===== src/rtl/rst_seq.sv =====
// rst_seq: multi-channel reset sequencer; holds all domains in reset, then releases them one by one
module rst_seq #(
  parameter int NUM_CH      = 4,
  parameter int RST_LENGTH  = 10,
  parameter int STAGE_GAP   = 16,
  parameter int SYNC_STAGES = 2,
  parameter int DEBOUNCE    = 8
) (
  input  logic              clk_100m00,
  input  logic              rst_n_100m00,
  input  logic              rst_ext,
  input  logic              locked,
  input  logic              sw_rst_req,
  output logic [NUM_CH-1:0] rst_out,
  output logic              rst_done,
  output logic [1:0]        rst_cause
);
  localparam int M1 = RST_LENGTH > STAGE_GAP ? RST_LENGTH : STAGE_GAP;
  localparam int MX = M1 > DEBOUNCE ? M1 : DEBOUNCE;
  localparam int CW = $clog2(MX + 1);
  localparam int IW = $clog2(NUM_CH + 1);
  typedef enum logic [1:0] {HOLD, STAGE, DONE} state_t;
  state_t state, state_n;
  logic [SYNC_STAGES-1:0] ext_sh, lock_sh;
  logic [CW-1:0] db_cnt, hold_cnt, hold_n, gap_cnt, gap_n;
  logic [IW-1:0] idx, idx_n;
  logic [NUM_CH-1:0] rst_out_n;
  logic [1:0] cause_n;
  logic db_flag, ext_s, lock_sync, ext_db, trigger, done_n;
  assign ext_s     = ext_sh[SYNC_STAGES-1];
  assign lock_sync = lock_sh[SYNC_STAGES-1];
  // the debounced level drops on the very first low sample, so gate the flag combinationally
  assign ext_db    = db_flag & ext_s;
  assign trigger   = ext_db | ~lock_sync | sw_rst_req;
  always_ff @(posedge clk_100m00) begin
    if (!rst_n_100m00) begin
      ext_sh    <= '0;
      lock_sh   <= '0;
      db_cnt    <= '0;
      db_flag   <= 1'b0;
      state     <= HOLD;
      rst_out   <= '1;
      rst_done  <= 1'b0;
      rst_cause <= 2'd0;
      hold_cnt  <= '0;
      gap_cnt   <= '0;
      idx       <= '0;
    end else begin
      ext_sh  <= {ext_sh[SYNC_STAGES-2:0], rst_ext};
      lock_sh <= {lock_sh[SYNC_STAGES-2:0], locked};
      if (!ext_s) begin
        db_cnt  <= '0;
        db_flag <= 1'b0;
      end else if (db_cnt == CW'(DEBOUNCE - 1)) db_flag <= 1'b1;
      else db_cnt <= db_cnt + 1'b1;
      state     <= state_n;
      rst_out   <= rst_out_n;
      rst_done  <= done_n;
      rst_cause <= cause_n;
      hold_cnt  <= hold_n;
      gap_cnt   <= gap_n;
      idx       <= idx_n;
    end
  end
  always_comb begin
    state_n   = state;
    rst_out_n = rst_out;
    done_n    = rst_done;
    cause_n   = rst_cause;
    hold_n    = hold_cnt;
    gap_n     = gap_cnt;
    idx_n     = idx;
    if (state == HOLD) begin
      if (trigger) hold_n = '0;
      else if (hold_cnt == CW'(RST_LENGTH - 1)) begin
        state_n   = NUM_CH == 1 ? DONE : STAGE;
        rst_out_n = ~NUM_CH'(1);
        done_n    = NUM_CH == 1;
        idx_n     = IW'(1);
        hold_n    = '0;
      end else hold_n = hold_cnt + 1'b1;
    end else if (trigger) begin
      state_n   = HOLD;
      rst_out_n = '1;
      done_n    = 1'b0;
      hold_n    = '0;
      gap_n     = '0;
      idx_n     = '0;
      cause_n   = ext_db ? 2'd1 : !lock_sync ? 2'd2 : 2'd3;
    end else if (state == STAGE) begin
      if (gap_cnt == CW'(STAGE_GAP - 1)) begin
        rst_out_n = rst_out & ~(NUM_CH'(1) << idx);
        idx_n     = idx + 1'b1;
        gap_n     = '0;
        if (idx == IW'(NUM_CH - 1)) begin
          state_n = DONE;
          done_n  = 1'b1;
        end
      end else gap_n = gap_cnt + 1'b1;
    end
  end
endmodule


===== config.mk =====
export PLATFORM = sky130hd
export DESIGN_NAME = rst_seq
export DESIGN_NICKNAME = d
export VERILOG_FILES = /design/src/rtl/rst_seq.sv
export SDC_FILE = /design/constraint.sdc
export NUM_CORES = 1
export LEC_CHECK = 0
export BUFFER_PORTS_ARGS = -buffer_cell sky130_fd_sc_hd__buf_2
export CAP_MARGIN = 20
export CORE_MARGIN = 3
export CORE_UTILIZATION = 25
export CTS_CLUSTER_SIZE = 25
export DETAILED_ROUTE_END_ITERATION = 10
export HOLD_SLACK_MARGIN = 0.03
export SYNTH_ARGS = -nofsm -noshare
export SYNTH_HDL_FRONTEND = slang
export SYNTH_SLANG_ARGS = --single-unit

===== constraint.sdc =====
create_clock -name clk_100m00 -period 3.6 [get_ports clk_100m00]
set_clock_uncertainty 0.1 [all_clocks]
set_input_delay 0.36 -clock clk_100m00 [delete_from_list [all_inputs] [get_ports clk_100m00]]
set_output_delay 0.36 -clock clk_100m00 [all_outputs]
set_load 0.05 [all_outputs]

==> flow_summary.ini, run 1 <==
[run_status]
status = complete, no violations

[critical_path]
start_kind = register
endpoint = idx[1]
worstPathRequired_ns = 3.72
r2r_slack_ns = 1.68
reg2reg_from = state[1]
arrival_ns = 2.03
crit_fanout = 11
cp-startpoint = state[1]
end_kind = register
r2r-end = idx[1]
critPathKind = register to register
reg2regPathDepth = 4

[synthesis]
synth_edf_count = 0
seq_area_frac_synth_pct = 42.5
netlist_area_mm2 = 0.00146
synth.area.top_cells = dfxtp_1, ha_1, nor2_1, inv_1, o21ai_0
synthArstFlopShare_pct = 0
synth_top_cell_area_share_pct = 42.5
synth_cells = 163
syn_avg_cell_area_um2 = 8.97
synth_top_area_cell = dfxtp_1
ys_ff_latch = 31
synth_flop_cell = dfxtp_1
synth.distinct_cells = 42
syn_nets = 177
ys.warnings.count = 0

[timing]
timing.final.crit_share_pct = 53.2
maxSlewViolCount = 0
rsz0062_at_grt = false
relSlewSlack_pct = 56.7
final_hold_viol_count = 0
whs_ns = 0.188
setup_viol_count_final = 0
fin_tns_setup_ns = 0
setup_ws_ns = 1.68
fin_crit_ns = 1.92
tightest_slew_ns = 0.644
max_freq_mhz = 522

[job]
max_cap_violations = 0

[final_layout]
instances_no_fill = 250
antenna_cells = 0
final-seq-area_um2 = 621
final_common_cell = dfxtp_1
area_growth_pct = 13.4
stdcell_area_mm2 = 0.00166
fillers = 587
multi_input_area_um2 = 757
drive_above_1_share_pct = 14.0
fin_nets = 191
fin_util_pct = 29.7
final_cell_mix = dfxtp_1, nor2_1, inv_1

[power_and_ir_drop]
leakage_nw = 0.626
finalPower_mw = 0.626
power.density_mw_per_mm2 = 378
irDropWorstVdd_uv = 290

[die]
die_w_um = 82.5
start_util_pct = 26.2
io_pins = 12
core_area_mm2 = 0.00557
rows = 27
fp.dieH_um = 82.5
dieArea_mm2 = 0.00680

[clocking]
cts.hold.buffers_added = 0
clkLatencyLatePin_ns = 0.28
ctsResizeCount = 0
cts_setup_buffers = 0
cts_max_level = 2
clock_path_buffers = 2
cts_sinks = 31
cts_root_buffer = clkbuf_8
numCtsBuffers = 5
cts_tree = yes
path_clk_slew_ns = 0.07

[global_routing]
overflow = 0
grt_usage_pct = 9.91
grt_max_degree = 17
grt_pass1_vias = 1113
antenna_found_initial = 0
grt_pass1_wl_mm = 5.19

[placement]
place_area_mm2 = 0.00158
dp_hpwl_mm = 2.09
dp_slack_ns = 1.71
dpl.cell_count = 242
place.gp.congestion = 0.825
io_buffers = 11

[route]
vias_per_cell = 4.80
first_pass_iters = 4
wl_per_cell_um = 11.6
num_vias = 1201
drt_iter0_markers = 40
drc = 0
ant_nets = 0
routed_wl_mm = 2.90

[min_path]
min_path_type = primary input to register
[synth_stat cells (2+ instances only)]
library cell / instances
a21oi_1: 7
a31oi_1: 2
and2_1: 5
buf_6: 2
dfxtp_1: 31
ha_1: 9
inv_1: 14
mux2i_1: 2
nand2_1: 11
nand3_1: 9
nand4b_1: 2
nor2_1: 19
nor2b_1: 2
nor3_1: 3
o211a_1: 2
o211ai_1: 2
o21a_1: 2
o21ai_0: 10
o311a_1: 2
o41ai_1: 2
or4_1: 2
xor2_1: 3
[state kept, by name, summed over array words and instances, names as in the netlist]
name / count
ext_sh: 2
rst_cause: 2
lock_sh: 2
db_cnt: 5
rst_out: 4
hold_cnt: 5
db_flag: 1
state: 2
idx: 3
gap_cnt: 5
[logic make-up after synthesis]
family	count (synthesis)	synth area share, %
simple gates	59	20.5
compound gates	40	19.6
flops	31	42.5
buf+inv	18	5.74
fa+ha+maj	9	7.71
xor+xnor	3	1.80
mux	3	2.14
[critical path, cell delays in order, from the launching register on]
cell and delay, ns:
dfxtp_1 0.49, or2_1 0.33, nand3_1 0.23, or4_1 0.55, a21oi_1 0.14
[how the worst min path moves through the flow]
| stage | from | to | cells after the start | slack (ns) |
|---|---|---|---|---|
| 5_1_grt | rst_ext | ext_sh[0] | 2 | 0.19 |
| 6_report | rst_ext | ext_sh[0] | 2 | 0.19 |
| 3_3_place_gp | lock_sh[0] | lock_sh[1] | 1 | 0.32 |
| 4_1_cts | locked | lock_sh[0] | 2 | 0.18 |
| 2_1_floorplan | ext_sh[0] | ext_sh[1] | 1 | 0.31 |
| 3_5_place_dp | lock_sh[0] | lock_sh[1] | 1 | 0.32 |
[cell type report]
class	count	area share, %
clock buffers	7	4.61
clock inverters	1	0.302
inverters	14	3.17
multi-input cells	114	45.7
flip-flops and latches	31	37.5
well taps	72	5.44
repair buffers	11	3.32
[layer usage]
layer | vias to the layer above | GRT usage [%] | part of all wire, %
li1 | 612 | - | -
met5 | - | 0 | 0
met4 | 0 | 4.49 | 2.2
met1 | 560 | 13.2 | 48
met3 | 8 | 3.04 | 4.8
met2 | 21 | 14.6 | 45
[power breakdown]
part           leakage, nW  switching [mW]  internal, mW
registers            0.251         0.00272         0.346
clock network       0.0422           0.123         0.135
logic                0.333          0.0120       0.00623
total                0.626           0.138         0.488
Power figures use the tool's default switching activity.
==> inputs of run 2 (changes only) <==
- ABC_AREA: default -> 1
- clock period: 3.6 -> 1.8 ns (I/O delays scaled with it)
==> flow_summary.ini, run 2 <==
[power_and_ir_drop]
p_seq_share_pct = 54.6
finalPower_mw = 1.27
clockPowerShare_pct = 42.7
p_comb_share_pct = 2.8
sw_frac_of_total_pct = 23.6
p_int_mw = 0.973
irDropWorstVdd_uv = 599
power.density_mw_per_mm2 = 733
leakage_nw = 0.809
p_switching_mw = 0.301

[global_routing]
overflow = 0
grt_usage_pct = 8.63
grtUsageMet2_pct = 14.1
use_met3_pct = 3.17
antenna_found_initial = 0
use_met1_pct = 9.95
grt_busiest_layer = met2
grt_max_degree = 17
grt_pass1_vias = 1101
grt_pass1_wl_mm = 4.84

[synthesis]
synth_commonest_cells = nand2_1, dfxtp_1, inv_1, nor2_1
syn_nets = 210
seq_area_frac_synth_pct = 41.8
synth_top_family_by_area = simple AND/OR/NAND/NOR gates
ys_ff_latch = 31
synth.area.top_cells = dfxtp_1, nand2_1, ha_1, inv_1, nor2_1
synth.distinct_cells = 25
synth_top_cell_area_share_pct = 41.8
ys.warnings.count = 0
synthSimpleGateAreaFrac_pct = 27.9
synth_edf_count = 0
synthArstFlopShare_pct = 0
synth_top_area_cell = dfxtp_1
yosysMostFrequentCell = nand2_1
netlist_area_mm2 = 0.00149
syn_avg_cell_area_um2 = 7.58
synth_xor_area_share_pct = 1.77
synth_flop_cell = dfxtp_1
synth_compound_area_share_pct = 12.6
synth_fa_ha_area_share_pct = 7.58
muxShareOfSynthArea_pct = 0
synth_cells = 196

[min_path]
min_path_type = primary input to register

[timing]
relSlewSlack_pct = 77.7
setup_viol_count_final = 0
final_hold_viol_count = 0
tightest_slew_ns = 0.334
maxSlewViolCount = 0
fin_tns_setup_ns = 0
timing.final.crit_share_pct = 89.5
whs_ns = 0.156
max_freq_mhz = 621
rsz0062_at_grt = false
fin_crit_ns = 1.61

[final_layout]
drive_above_1_share_pct = 15.7
area_growth_pct = 16.8
final_cell_mix = nand2_1, dfxtp_1, inv_1
instances_no_fill = 288
fin_util_pct = 30.8
antenna_cells = 0
fin_nets = 229
reg_top3 = db_cnt: 5 flops, gap_cnt: 5 flops, hold_cnt: 5 flops
final_common_cell = nand2_1

[critical_path]
arrival_ns = 1.67
path_cells = ha_1, inv_1, nor2_1, nand2_1, o21ai_2, nand2_4, o21ai_0, nand3_1
crit_fanout = 9
start_kind = register
end_kind = register
worstPathRequired_ns = 1.86
cpPeakStageDelay_ns = 0.41
cp_slowest_cell = dfxtp_1
critPathKind = register to register

[route]
wl_per_cell_um = 9.49
first_pass_iters = 4
routed_wl_mm = 2.73
drc = 0
num_vias = 1213
ant_nets = 0
drt_iter0_markers = 34
vias_per_cell = 4.21

[clocking]
clock_path_buffers = 2
numCtsBuffers = 5
cts_root_buffer = clkbuf_8
path_clk_slew_ns = 0.07
cts_max_level = 2
clkLatencyLatePin_ns = 0.29
cts_sinks = 31
ctsResizeCount = 0
cts_tree = yes

[job]
max_cap_violations = 0

[die]
rows = 27
die_w_um = 83.1
dieArea_mm2 = 0.00691
start_util_pct = 26.3
io_pins = 12
fp.dieH_um = 83.1
core_area_mm2 = 0.00564

[placement]
dpl.cell_count = 278
dp_hpwl_mm = 1.95
place.gp.congestion = 0.764
io_buffers = 11

[run_status]
status = complete, no violations
==> run 2: cell types whose count changed in the layout (fill, tap and decap cells not counted), moves of 3 or more <==
cell	delta
nand2_2	+3
o21ai_0	+3
inv_1	+14
a21oi_1	+6
nand2_1	+32
inv_2	+3
and2_1	-5
nand3_1	+4
==> run 2: logic make-up after synthesis <==
family	Yosys count
flops	31
buf+inv	33
xor+xnor	3
simple gates	89
compound gates	31
fa+ha+maj	9
==> run 2: final timing paths <==
path / depth (start not counted) / slack, ns / start / end
max: 8 / 0.19 / hold_cnt[0] / rst_out[0]
min: 2 / 0.16 / rst_n_100m00 / rst_out[1]
max reg2reg: 8 / 0.19 / hold_cnt[0] / rst_out[0]
min reg2reg: 2 / 0.32 / lock_sh[0] / lock_sh[1]
==> run 2: power groups by stage <==
stage,logic (mW),clock network [mW],registers (mW)
after floorplan,0.0206,0,0.710
after global placement,0.0319,0,0.711
after detailed placement,0.0322,0,0.711
after CTS,0.0355,0.566,0.695
after global routing,0.0403,0.604,0.695
final,0.0352,0.544,0.695
==> run 2: worst max-delay path, delay by kind of cell (launching register included) <==
kind / cells / cell delay (ns)
flops: 1 / 0.41
simple gates: 4 / 0.37
buf+inv: 1 / 0.04
compound gates: 2 / 0.39
fa+ha+maj: 1 / 0.17
==> run 2: final cells by class <==
type                       instances  area, um^2
inverter                          32         120
tap                               72        90.1
fill                             595        3910
multi-input combinational        132         742
timing repair buffer              13        75.1
sequential                        31         621
clock buffer                       5        68.8
clock inverter                     3        20.0
==> run 2: repair_timing <==
item,4_1_cts,5_1_grt
hold buffers,2,0
setup buffers,0,0
endpoints found under the hold margin,2,0
==> run 2: per-layer routing <==
metal	vias up	wire, um
li1	653	-
met1	539	1310
met2	15	1240
met3	6	116
met4	0	65
met5	-	0
==> run 2: per-stage QoR <==
| step | area (um^2) | worst slack (ns) |
|---|---|---|
| 2_1_floorplan | 1490 | 0.177 |
| 3_3_place_gp | 1630 | 0.233 |
| 3_5_place_dp | 1630 | 0.203 |
| 4_1_cts | 1740 | 0.178 |
| 5_1_grt | 1740 | 0.0344 |
| 6_report | 1740 | 0.190 |
